==> config.mk <==
export PLATFORM = sky130hd
export DESIGN_NAME = axis_iq_decimator
export DESIGN_NICKNAME = d
export VERILOG_FILES = /design/src/rtl/axis_iq_decimator.sv
export SDC_FILE = /design/constraint.sdc
export NUM_CORES = 1
export LEC_CHECK = 0
export CAP_MARGIN = 20
export CELL_PAD_IN_SITES_DETAIL_PLACEMENT = 0
export CELL_PAD_IN_SITES_GLOBAL_PLACEMENT = 2
export CORE_MARGIN = 2
export CORE_UTILIZATION = 35
export CTS_BUF_LIST = sky130_fd_sc_hd__clkbuf_2 sky130_fd_sc_hd__clkbuf_4 sky130_fd_sc_hd__clkbuf_8
export CTS_CLUSTER_DIAMETER = 40
export CTS_CLUSTER_SIZE = 24
export DETAILED_ROUTE_END_ITERATION = 10
export PLACE_DENSITY = 0.95
export SLEW_MARGIN = 5
export SYNTH_ARGS = -nofsm -noshare
export SYNTH_HDL_FRONTEND = slang
export SYNTH_SLANG_ARGS = --single-unit
==> constraint.sdc <==
create_clock -name s_axis_aclk -period 7.4 [get_ports s_axis_aclk]
set_clock_uncertainty 0.05 [all_clocks]
set_input_delay 2.22 -clock s_axis_aclk [delete_from_list [all_inputs] [get_ports s_axis_aclk]]
set_output_delay 2.22 -clock s_axis_aclk [all_outputs]
set_load 0.02 [all_outputs]
==> src/rtl/axis_iq_decimator.sv <==
// axis_iq_decimator: AXI-Stream dual-lane I/Q boxcar decimator by 2^DECIM_LOG2 with frame-marked output
module axis_iq_decimator #(
  parameter int DECIM_LOG2 = 2,
  parameter int FRAME_LEN  = 256
) (
  input  logic        s_axis_aclk,
  input  logic        s_axis_areset,
  input  logic [31:0] s_axis_tdata,
  input  logic        s_axis_tvalid,
  output logic        s_axis_tready,
  input  logic [3:0]  s_axis_tstrb,
  input  logic        s_axis_tlast,
  output logic [31:0] m_axis_tdata,
  output logic        m_axis_tvalid,
  input  logic        m_axis_tready,
  output logic [3:0]  m_axis_tstrb,
  output logic        m_axis_tlast,
  input  logic        enable
);
  localparam int AW = 16 + DECIM_LOG2;
  localparam int FW = $clog2(FRAME_LEN);
  logic [DECIM_LOG2-1:0] cnt_q, cnt_d;
  logic signed [AW-1:0] acc_a_q, acc_a_d, acc_b_q, acc_b_d, sum_a, sum_b;
  logic [FW-1:0] frame_q, frame_d, frame_nxt;
  logic [31:0] data_q, data_d;
  logic valid_q, valid_d, last_q, last_d;
  logic accept, nth, out_hs, unused_in;
  assign unused_in = ^{s_axis_tstrb, s_axis_tlast};
  assign s_axis_tready = !s_axis_areset && !(enable && (&cnt_q) && valid_q && !m_axis_tready);
  assign accept = s_axis_tvalid && s_axis_tready;
  assign nth = enable && accept && (&cnt_q);
  assign out_hs = valid_q && m_axis_tready;
  // N samples of 16 bits always fit in 16+DECIM_LOG2 bits, so the sum cannot overflow
  assign sum_a = acc_a_q + {{DECIM_LOG2{s_axis_tdata[15]}}, s_axis_tdata[15:0]};
  assign sum_b = acc_b_q + {{DECIM_LOG2{s_axis_tdata[31]}}, s_axis_tdata[31:16]};
  assign frame_nxt = (frame_q == FW'(FRAME_LEN - 1)) ? '0 : frame_q + FW'(1);
  always_comb begin
    acc_a_d = (!enable || nth) ? '0 : accept ? sum_a : acc_a_q;
    acc_b_d = (!enable || nth) ? '0 : accept ? sum_b : acc_b_q;
    cnt_d   = !enable ? '0 : accept ? cnt_q + DECIM_LOG2'(1) : cnt_q;
    frame_d = out_hs ? frame_nxt : frame_q;
    valid_d = nth || (valid_q && !m_axis_tready);
    data_d  = nth ? {sum_b[AW-1:DECIM_LOG2], sum_a[AW-1:DECIM_LOG2]} : data_q;
    // a result loading alongside a handshake belongs to the following frame slot
    last_d  = nth ? ((out_hs ? frame_nxt : frame_q) == FW'(FRAME_LEN - 1)) : last_q;
  end
  always_ff @(posedge s_axis_aclk) begin
    if (s_axis_areset) begin
      cnt_q   <= '0;
      acc_a_q <= '0;
      acc_b_q <= '0;
      frame_q <= '0;
      data_q  <= '0;
      valid_q <= 1'b0;
      last_q  <= 1'b0;
    end else begin
      cnt_q   <= cnt_d;
      acc_a_q <= acc_a_d;
      acc_b_q <= acc_b_d;
      frame_q <= frame_d;
      data_q  <= data_d;
      valid_q <= valid_d;
      last_q  <= last_d;
    end
  end
  assign m_axis_tdata  = data_q;
  assign m_axis_tvalid = valid_q;
  assign m_axis_tlast  = last_q;
  assign m_axis_tstrb  = 4'hF;
endmodule

==> impl_metrics.toml <==
[status]
status = "finished clean"

[sta]
setup_slack_ns = 1.35
period_minus_slack_ns = 6.05
setup_violations = 0
fin_crit_sh = 0.817
slew_viol_final = 0
hold_viol = 0
fmax_ghz = 0.165
relSlewSlack = 0.387
rsz0062_at_grt = "false"
tightest_slew_ns = 0.920
final.setup.tns_ns = 0

[grt]
grt_use_total = 0.172
use_met1 = 0.239
grt_overflow = 0
grt_pass1_vias = 4001
busiest_layer = "met2"
use_met2 = 0.267
grt_start_max_net_pins = 35
use_met3 = 0.0282
antenna_found_initial = 0
grt_first_pass_wirelength_mm = 19.9

[synthesis]
synth_top_area_frac = 0.334
synth_most_common_cell = "nand2_1"
synth_common_cells = "102 x nand2_1, 80 x dfxtp_1, 64 x a21oi_1"
async_flop_share = 0
netlist_instances = 588
yosys.area.top_type = "dfxtp_1"
ys_ff_latch = 80
netlist_area_mm2 = 0.00479
synth_ff_type = "dfxtp_1"
synth_cell_types = 64
synth.area.top_cells = "dfxtp_1 33%, ha_1 9.4%, nand2_1 8.0%"
syn_avg_cell_area_um2 = 8.15
synth_edf_count = 0
ys_seq_area_frac = 0.334
yosys_warnings = 0

[floorplanning]
fp-row-count = 42
die_w_um = 121
core_area_mm2 = 0.0133
start_util = 0.360
die-area_mm2 = 0.0146
die_height_um = 121
pin_count = 81

[placed_design]
detailed_place_hpwl_mm = 8.71
dp_slack_ns = 1.37
finalWeightedCongestion = 0.858
portBuffers = 71

[clock_network]
clk_path_buf_depth = 2
clock-sinks = 80
root_buffer = "clkbuf_8"
h-tree-depth = 3
hold_buffers = 0
clkLatencyLatePin_ns = 0.37
cts_made_buffers = 9
post_cts_buffers = 0
path_clk_slew_ns = 0.08
cts_tree = "built"
cts_resized = 0

[critical_path]
slowest_stage = "clkdlybuf4s50_1"
max_stage_delay_ns = 0.55
cp-start-kind = "input pin"
cp_common_cell = "clkdlybuf4s50_1"
path_cells = "clkdlybuf4s50_1 > nor2b_1 > a31oi_1 > clkdlybuf4s50_1"
r2r-start = "cnt_q[0]"
r2r_end = "acc_a_q[14]"
arrival_ns = 3.78
end_kind = "output pin"
r2r_cells = 8
cp_max_fo = 5
worstPathRequired_ns = 5.13
worstSetupPathType = "in2out"
rrSetupSlack_ns = 4.73
startpoint = "m_axis_tready"

[routing]
drc_errors = 0
drtIter0Drc = 141
drt-total-wl_mm = 12.3
drtAntennaViolNets = 0
drtPass1Iterations = 4
via_count = 4243
wl_per_cell_um = 14.8
avgViaCountPerCell = 5.12

[min_path]
hold_path.startpoint = "m_axis_tdata[12]"
hold_path_end = "m_axis_tdata[12]"
hold_depth = 2
hp-class = "reg2reg"

[pwr]
peakVddDrop_v = 0.000103
p_leak_uw = 0.00227
p_total_uw = 969
powerDensity_mw_per_mm2 = 164

[cells_and_area]
area_delta_synth_final_pct = 23.1
final_layout_size_suffix_gt1_frac = 0.0750
layout.nets = 728
antenna_cells = 0

[flow_run]
max_cap_viol_count = 0
layout make-up:
class	instances	area [um^2]
Multi-Input combinational cell	467	3020
Tap cell	176	220
Clock inverter	4	76.3
Inverter	13	48.8
Sequential cell	80	1600
Clock buffer	12	159
Fill cell	1334	7400
Timing Repair Buffer	77	776
kinds of logic (layout without fill, tap and decap cells):
family | count (synthesis) | count (layout) | share of synthesized area
XOR/XNOR | 36 | 36 | 0.0658
adder cells (fa/ha/maj) | 38 | 38 | 0.102
AO/OA/AOI/OAI | 177 | 177 | 0.248
multiplexers | 5 | 5 | 0.0104
buffers and inverters | 44 | 106 | 0.0439
other | 1 | 4 | 0.000783
AND/OR/NAND/NOR | 207 | 207 | 0.194
flip-flops | 80 | 80 | 0.334
flip-flops by register name, summed over array words and instances, names as in the netlist:
signal / count
m_axis_tdata: 32
acc_b_q: 18
m_axis_tvalid: 1
frame_q: 8
cnt_q: 2
acc_a_q: 18
m_axis_tlast: 1
critical path, delay by kind of cell:
family | cells | cell delay, ns
buf+inv | 2 | 1.04
simple gates | 1 | 0.37
compound gates | 1 | 0.14
through the flow:
stage,hold slack [ns],instance area (um^2),util,cells
after global placement,0.390,5630,0.424,812
final,0.400,5900,0.444,829
after floorplan,0.384,4800,-,591
after detailed placement,0.395,5630,0.424,812
after CTS,0.409,5870,0.441,828
after global routing,0.428,5900,0.444,829
per-layer routing:
| metal | vias up | share of wire |
|---|---|---|
| met5 | - | 0 |
| met3 | 12 | 0.029 |
| li1 | 2198 | - |
| met2 | 67 | 0.45 |
| met4 | 0 | 0.017 |
| met1 | 1966 | 0.50 |
layout by cell type (no fill, tap or decap), types with 3 or more instances in the layout:
master,netlist,routed
nand2_1,102,102
a22o_1,4,4
a21oi_1,64,64
nor3_1,9,8
o21bai_1,5,4
nor2_1,41,41
xor2_1,16,16
a211oi_1,13,13
clkbuf_8,0,11
o211ai_1,4,4
or3_1,4,4
clkdlybuf4s50_1,0,71
o21ai_0,24,24
dfxtp_1,80,80
mux2i_1,5,5
o21a_1,10,10
a21oi_2,5,5
inv_1,13,13
and3_1,5,5
nand3_1,18,18
o21ai_1,5,5
a31o_2,3,3
ha_1,36,36
nor2b_1,5,5
nand3b_1,4,4
nand2b_1,6,5
buf_4,7,5
xnor2_1,20,20
a31oi_1,8,7
conb_1,1,4
a21o_1,10,10
report_power, final:
| part | total, uW | internal [uW] | switching, uW |
|---|---|---|---|
| Combinational | 144 | 61.6 | 82.8 |
| Clock | 385 | 213 | 172 |
| Sequential | 439 | 436 | 3.29 |
| Total | 969 | 710 | 258 |
how the worst max path moves through the flow:
| stage | cells past startpoint | to | slack, ns |
|---|---|---|---|
| after global routing | 4 | s_axis_tready | 1.27 |
| final | 4 | s_axis_tready | 1.35 |
| after CTS | 4 | s_axis_tready | 1.35 |
| after global placement | 4 | s_axis_tready | 1.39 |
| after floorplan | 3 | s_axis_tready | 2.18 |
| after detailed placement | 4 | s_axis_tready | 1.37 |
No activity file was read; power rests on OpenSTA's default activity.
